$ cat src/rtl/bias_bank_seq.sv
// bias_bank_seq: serially loaded, multi-group bias bank for the conv adder tree.
// Presents the active group's biases and optionally adds them to an accumulator vector.
module bias_bank_seq #(
    parameter int N_adder_tree = 16,
    parameter int DATA_W       = 18,
    parameter int N_GROUPS     = 4,
    localparam int GW = (N_GROUPS > 1) ? $clog2(N_GROUPS) : 1,
    localparam int LW = (N_adder_tree > 1) ? $clog2(N_adder_tree) : 1
) (
    input  logic                           clk,
    input  logic                           rst,
    input  logic                           load_en,
    input  logic [DATA_W-1:0]              load_data,
    output logic                           loaded,
    input  logic                           grp_rst,
    input  logic                           grp_next,
    output logic [GW-1:0]                  grp_idx,
    output logic [N_adder_tree*DATA_W-1:0] q,
    input  logic                           acc_valid,
    input  logic [N_adder_tree*DATA_W-1:0] acc_in,
    output logic                           sum_valid,
    output logic [N_adder_tree*DATA_W-1:0] sum_out,
    output logic                           err
);

    typedef enum logic [1:0] {EMPTY, LOADING, READY} state_t;

    state_t                     state_q, state_d;
    logic [LW-1:0]              lane_q, lane_d;
    logic [GW-1:0]              wgrp_q, wgrp_d;
    logic [GW-1:0]              grp_q;
    logic [DATA_W-1:0]          bias_q [N_GROUPS][N_adder_tree];
    logic [N_adder_tree*DATA_W-1:0] sum_q, sum_d;
    logic                       sum_valid_q;
    logic                       err_q;
    logic                       last_wr;

    assign last_wr = (lane_q == LW'(N_adder_tree - 1)) &&
                     (wgrp_q == GW'(N_GROUPS - 1));

    assign loaded    = (state_q == READY);
    assign grp_idx   = grp_q;
    assign sum_valid = sum_valid_q;
    assign sum_out   = sum_q;
    assign err       = err_q;

    // Load FSM next state and write-slot (group, lane) advance
    always_comb begin
        state_d = state_q;
        lane_d  = lane_q;
        wgrp_d  = wgrp_q;
        unique case (state_q)
            EMPTY:   if (load_en) state_d = last_wr ? READY : LOADING;
            LOADING: if (load_en && last_wr) state_d = READY;
            READY:   if (load_en) state_d = last_wr ? READY : LOADING;
            default: state_d = EMPTY;
        endcase
        if (load_en) begin
            if (last_wr) begin
                lane_d = '0;
                wgrp_d = '0;
            end else if (lane_q == LW'(N_adder_tree - 1)) begin
                lane_d = '0;
                wgrp_d = wgrp_q + 1'b1;
            end else begin
                lane_d = lane_q + 1'b1;
            end
        end
    end

    // Load FSM state and write-slot registers
    always_ff @(posedge clk or posedge rst) begin
        if (rst) begin
            state_q <= EMPTY;
            lane_q  <= '0;
            wgrp_q  <= '0;
        end else begin
            state_q <= state_d;
            lane_q  <= lane_d;
            wgrp_q  <= wgrp_d;
        end
    end

    // Bias storage: one slot written per load_en cycle
    always_ff @(posedge clk or posedge rst) begin
        if (rst) begin
            for (int g = 0; g < N_GROUPS; g++)
                for (int l = 0; l < N_adder_tree; l++)
                    bias_q[g][l] <= '0;
        end else if (load_en) begin
            bias_q[wgrp_q][lane_q] <= load_data;
        end
    end

    // Group pointer: reset has priority over advance, wraps at N_GROUPS
    always_ff @(posedge clk or posedge rst) begin
        if (rst) begin
            grp_q <= '0;
        end else if (grp_rst) begin
            grp_q <= '0;
        end else if (grp_next) begin
            grp_q <= (grp_q == GW'(N_GROUPS - 1)) ? '0 : grp_q + 1'b1;
        end
    end

    // Active group's biases muxed onto the lane bus
    always_comb begin
        q = '0;
        for (int i = 0; i < N_adder_tree; i++)
            q[DATA_W*i +: DATA_W] = bias_q[grp_q][i];
    end

    // Per-lane widened add with saturation back to DATA_W
    always_comb begin
        logic [DATA_W:0] ext;
        ext   = '0;
        sum_d = '0;
        for (int i = 0; i < N_adder_tree; i++) begin
            ext = {acc_in[DATA_W*i + DATA_W - 1], acc_in[DATA_W*i +: DATA_W]} +
                  {q[DATA_W*i + DATA_W - 1], q[DATA_W*i +: DATA_W]};
            if (ext[DATA_W] != ext[DATA_W-1])
                sum_d[DATA_W*i +: DATA_W] = ext[DATA_W] ?
                    {1'b1, {(DATA_W-1){1'b0}}} :
                    {1'b0, {(DATA_W-1){1'b1}}};
            else
                sum_d[DATA_W*i +: DATA_W] = ext[DATA_W-1:0];
        end
    end

    // Registered sum output; sum_out holds when no beat is accepted
    always_ff @(posedge clk or posedge rst) begin
        if (rst) begin
            sum_q       <= '0;
            sum_valid_q <= 1'b0;
        end else begin
            sum_valid_q <= acc_valid && loaded;
            if (acc_valid && loaded)
                sum_q <= sum_d;
        end
    end

    // Sticky flag for accumulator beats arriving before the bank is loaded
    always_ff @(posedge clk or posedge rst) begin
        if (rst)
            err_q <= 1'b0;
        else if (acc_valid && !loaded)
            err_q <= 1'b1;
    end

endmodule
$ cat config.mk
export PLATFORM = sky130hd
export DESIGN_NAME = bias_bank_seq
export DESIGN_NICKNAME = d
export VERILOG_FILES = /design/src/rtl/bias_bank_seq.sv
export SDC_FILE = /design/constraint.sdc
export NUM_CORES = 2
export LEC_CHECK = 0
export ABC_CLOCK_PERIOD_IN_PS = 65500
export BUFFER_PORTS_ARGS = -buffer_cell sky130_fd_sc_hd__buf_2
export CORE_MARGIN = 3
export CORE_UTILIZATION = 42
export CTS_CLUSTER_SIZE = 30
export DETAILED_ROUTE_END_ITERATION = 8
export PLACE_DENSITY = 0.61
export SETUP_SLACK_MARGIN = 0.4
export SYNTH_ARGS = -nofsm -noshare
export SYNTH_HDL_FRONTEND = slang
export SYNTH_SLANG_ARGS = --single-unit
$ cat constraint.sdc
create_clock -name clk -period 65.5 [get_ports clk]
set_clock_uncertainty 0.05 [all_clocks]
set_input_delay 13.1 -clock clk [delete_from_list [all_inputs] [get_ports clk]]
set_output_delay 13.1 -clock clk [all_outputs]
set_load 0.02 [all_outputs]
### Word level (Yosys, flattened, before mapping)

Index checks and enable logic that the tools add are counted.

* shift operators: 0
* multipliers: 0
* divide/modulo/power cells: 0
* equal/unequal tests: 23
* $lt $le $gt $ge: 5
* reductions and logical operators: 13
* bitwise operators: 3
* add/sub/neg operators: 19
* muxes and demuxes: 51

Operators by type and width (count)
* 1152-bit bitwise mux: 1
* 288-bit 2-to-1 mux: 3
* 18-bit 2-to-1 mux: 33
* 288-bit binary-select mux with 2-bit select: 1
* 288-bit demux with 2-bit select: 1
* 18-bit by 18-bit adder with 19-bit output: 16
* 18-bit demux with 4-bit select: 1
* 2-bit 2-to-1 mux: 8
* 1-bit inequality test: 16
* 4-bit 2-to-1 mux: 2
* 2-bit equality test, second input constant: 3
* 3-bit greater-or-equal comparator, second input constant: 2
* 1-bit logical AND: 6
* 2-bit inverter with 3-bit output: 2
* 5-bit greater-or-equal comparator, second input constant: 1
* 5-bit by 1-bit less-than comparator with 1-bit output, second input constant: 1
* 4-bit inverter with 5-bit output: 1
* 2-bit by 1-bit adder with 2-bit output, second input constant: 2
* 4-bit by 1-bit adder with 4-bit output, second input constant: 1
* 4-bit equality test, second input constant: 1
* 2-bit one-hot mux with 2 select lines: 1
* 2-bit AND reduction: 2
* 2-bit nonzero test: 2
* 3-bit by 1-bit less-than comparator with 1-bit output, second input constant: 1
* 6 further kinds: 6

* memory bits (writable): 0
* register bits: 1452
* output and inout port bits: 581
* ROM bits: 0
* logic and storage cells: 185
* latch bits: 0
* memories kept: 0
* bits of input ports: 312

### Longest topological paths before layout

* depth in word-level cells: 8
* depth in mapped cells: 17

### Worst setup path after synthesis

Ideal clock, no wire load.

* path kind: in2reg
* start: input port acc_in[216]
* end: register sum_q[231] (netlist: sum_out[231])
* setup time: 0.125 ns
* buffers on the path: 0
* path slack: 49.849 ns
* cell stages on the path: 10
* data arrival time: 15.477 ns
* path through: ha_1 -> fa_1 -> a211o_1 -> a2111oi_4 -> o21ai_2 -> a21oi_4 -> o32ai_2 -> a2bb2oi_2 -> maj3_1 -> mux2_2

* cells in the longest elaborated chain, start to end: 3
* elaborated cells on any way between the ends: 4
* classes of those cells: add/sub: 1; eq/ne: 1; mux: 2

RTL lines
* start, declared: RTL line 20 `input logic [N_adder_tree*DATA_W-1:0] acc_in,`
* 18-bit by 18-bit adder with 19-bit output (*): RTL line 119 `ext = {acc_in[DATA_W*i + DATA_W - 1], acc_in[DATA_W*i +: DATA_W]} +`
* 18-bit 2-to-1 mux or 1-bit inequality test (tied branches): RTL line 122, 121
* 18-bit 2-to-1 mux (*): RTL line 121 `if (ext[DATA_W] != ext[DATA_W-1])`
* end signal, assigned: RTL line 138 `sum_q <= sum_d;`
* end, declared: RTL line 33 `logic [N_adder_tree*DATA_W-1:0] sum_q, sum_d;`

Every way passes the cells marked *; elsewhere a longest branch is shown, timed or not.
A chain may end at the register's enable or synchronous reset.

### Worst setup path in the final report

* start: register grp_q[0] (netlist: grp_idx[0])
* end: output port q[253]

* cells in the longest elaborated chain, start to end: 4

RTL lines
* start, declared: RTL line 31 `logic [GW-1:0] grp_q;`
* start signal, assigned: RTL line 102 `grp_q <= (grp_q == GW'(N_GROUPS - 1)) ? '0 : grp_q + 1'b1;`
* 2-bit inverter with 3-bit output (not written as such): RTL line 110 `q[DATA_W*i +: DATA_W] = bias_q[grp_q][i];`
* 288-bit binary-select mux with 2-bit select: RTL line 110
* 288-bit 2-to-1 mux (2 in series)
* end, declared: RTL line 18 `output logic [N_adder_tree*DATA_W-1:0] q,`

Every way passes these cells. The select of a mux whose other input is x is not followed.

==> results.toml <==
[floorplan]
dieWidth_um = 430
dieArea_um2 = 185000
initial_core_util_pct = 42.3
pin_count = 893
fp-row-count = 155
coreArea_um2 = 179000
die_y_um = 430

[logic_synthesis]
synth_cell_types = 97
yosys_warnings = 0
synth_area_leader_cell = "dfrtp_1"
async_flop_share_pct = 100
synthSimpleGateAreaFrac_pct = 5.95
ys.flop_type = "dfrtp_1"
ys_seq_elements = 1452
yosysSeqAreaShare_pct = 48.0
yosys.area_share.adder_pct = 5.85
synth_top_family_by_area = "multiplexers"
syn_nets = 6672
synth_area_um2 = 75700
synthCells = 6047
synth-edff-count = 0
synth.avg_cell_area_um2 = 12.5
synth_mux_area_share_pct = 25.8
synthDominantCellAreaShare_pct = 48.0
yosys.area_share.xor_xnor_pct = 2.62
synth-compound-area-share_pct = 9.30
synthTopCellsByArea = "dfrtp_1, mux2_2, mux4_2"

[routing]
wl_per_cell_um = 24.0
drcViolationCount = 0
first_iter_violations = 3163
viasPerCell = 5.64
wl_um = 223000
drtAntennaViolNets = 0
routed-via-count = 52600
first_pass_iters = 5

[final_layout]
area_delta_synth_final_pct = 16.4
drive_gt1_share_pct = 40.4
nets = 7437
stdcell_area_um2 = 88100
final_cells = 9319

[place]
dp.cells = 8999
hpwl_um = 150000
io_buffers = 892
gp_congestion = 0.896
place_area_um2 = 82300

[timing]
slew_headroom_pct = 18.8
drv_slew = 0
fmax_ghz = 0.0541
worst_pin_slew_ps = 1220
hold_violations = 0
fin_crit_sh_pct = 28.2
rsz0062_at_grt = "false"
period_needed_ps = 18480
setup_tns_ps = 0
setup_violations = 0

[clock_network]
clk_latency_ps = 800
cts.sink_count = 1452
hold_buffers = 0
post_cts_resized = 0
cts_setup_buffers = 0
cts_made_buffers = 166
cts_tree = "yes"
cts-root-buf = "clkbuf_16"
htreeDepth = 4
clkTransAtPathRegs_ps = 60
cts_buffer_depth = 3

[hold_path]
hp-class = "reg -> reg"

[global_route]
grtUsageTotal_pct = 23.7
antenna_found_initial = 18
busiest_layer = "met2"
grt_overflow = 0
grt_max_degree = 184
groute.layer.met2.usage_pct = 39.9
grt_pass1_wl_um = 337000
met3_usage_pct = 3.33
grt_pass1_vias = 53000
grt_util_met1_pct = 31.5

[outcome]
outcome = "finished clean"

[worst_setup_path]
cp_slowest_stage_delay_ps = 800
path_delay_family = "buffers and inverters"
critPathKind = "reg -> out"
crit_fanout = 44
worstPathRequired_ps = 52350
crit_top_cell = "buf_4"
path_cells = "buf_4 -> buf_4 -> buf_4 -> buf_4 -> mux4_2 -> buf_2"
arrival_ps = 5330
worstSetupStartpointType = "register"
crit_path_end_kind = "output port"
slowest_stage = "buf_4"
crit_buf_inv = 5

[power_and_ir_drop]
power_leakage_nw = 43.2
peakVddDrop_mv = 0.0252
cellPowerDensity_nw_per_um2 = 42.1

[flow_run]
maxCapViolations = 0
==> layout make-up <==
type                            count  area [µm²]
Fill cell                       15800       90800
Multi-Input combinational cell   4148       37600
Sequential cell                  1452       36300
Timing Repair Buffer              964        5090
Clock buffer                      237        4860
Tap cell                         2355        2950
Clock inverter                     65         892
Inverter                           80         310
Antenna cell                       18        45.0
==> sequential cells by signal, summed over array words and instances, names as in the netlist <==
name / cells
grp_idx: 2
sum_valid: 1
state_q: 2
lane_q: 4
bias_q: 1152
err: 1
sum_out: 288
wgrp_q: 2
==> layer usage <==
metal | up-vias | wire (µm)
met4 | 6 | 7200
met1 | 27200 | 97100
met2 | 1318 | 110000
li1 | 23700 | -
met3 | 327 | 9580
met5 | - | 51
==> cell usage after synthesis (all sizes together) (17+ instances only) <==
master,n
clkbuf,225
a21o,111
nand2b,25
o21ai,412
nand2,399
and2,26
o31ai,32
a211o,17
o21bai,52
buf,142
a21boi,17
nor2b,23
a21oi,239
nor3,51
o211ai,17
ha,297
nand3,69
mux4,288
dfrtp,1452
a31oi,17
inv,80
nor2,364
o21a,28
a211oi,35
xnor2,155
maj3,39
xor2,64
mux2,1155
==> cells in the final DEF, fill, tap and decap left out, drive strengths merged, types with 16 or more instances in the layout <==
cell type	instances
dfrtp	1452
mux2	1155
buf	964
o21ai	412
nand2	399
nor2	364
ha	297
mux4	288
a21oi	239
clkbuf	237
xnor2	155
a21o	111
inv	87
nand3	69
xor2	64
o21bai	52
nor3	51
maj3	39
a211oi	35
o31ai	32
clkinv	31
o21a	28
and2	26
nand2b	25
nor2b	23
diode	18
bufinv	18
a211o	17
a31oi	17
o211ai	17
a21boi	17
and3	16
a22o	16
fa	16
==> cell families after synthesis <==
kind of cell | count (synthesis)
simple gates | 1040
mux | 1448
xor+xnor | 219
buf+inv | 447
fa+ha+maj | 352
compound gates | 1089
flops | 1452
==> worst paths after layout <==
kind	from	slack [ps]	cells after the start	endpoint
min	sum_out[272]$_DFFE_PP0P_	420	2	sum_out[272]$_DFFE_PP0P_
max	grp_idx[0]$_DFFE_PP0P_	47020	6	q[253]
max reg2reg	grp_idx[0]$_DFFE_PP0P_	58140	16	sum_out[217]$_DFFE_PP0P_
min in group asynchronous	rst	12340	2	sum_out[8]$_DFFE_PP0P_
max in group asynchronous	rst	48150	7	bias_q[661]$_DFFE_PP0P_
min reg2reg	sum_out[272]$_DFFE_PP0P_	420	2	sum_out[272]$_DFFE_PP0P_
==> per-stage QoR <==
stage,power [W],util (%),hold slack (ps),setup WS [ps]
after floorplan,0.00232,-,405,11400
after global placement,0.00271,46.0,406,47260
after detailed placement,0.00274,46.0,413,47130
after CTS,0.00373,49.2,428,46730
after global routing,0.00392,49.2,449,46460
final,0.00371,49.2,423,47020
==> power breakdown <==
group / internal, W / leakage, nW / switching [W] / total, W
logic: 0.000669 / 20.6 / 0.000912 / 0.00158
clock network: 0.000588 / 2.81 / 0.000388 / 0.000975
registers: 0.00107 / 19.8 / 0.0000850 / 0.00115
total: 0.00232 / 43.2 / 0.00138 / 0.00371
==> worst reg2reg max path, delay by kind of cell, from the launching register on <==
kind                     cells  cell delay [ps]
buffers and inverters        6             3520
AO/OA/AOI/OAI                6             1840
flip-flops                   1              510
XOR/XNOR                     1              130
AND/OR/NAND/NOR              1               90
multiplexers                 1              700
adder cells (fa/ha/maj)      1              380
No activity file was read; power rests on OpenSTA's default activity.
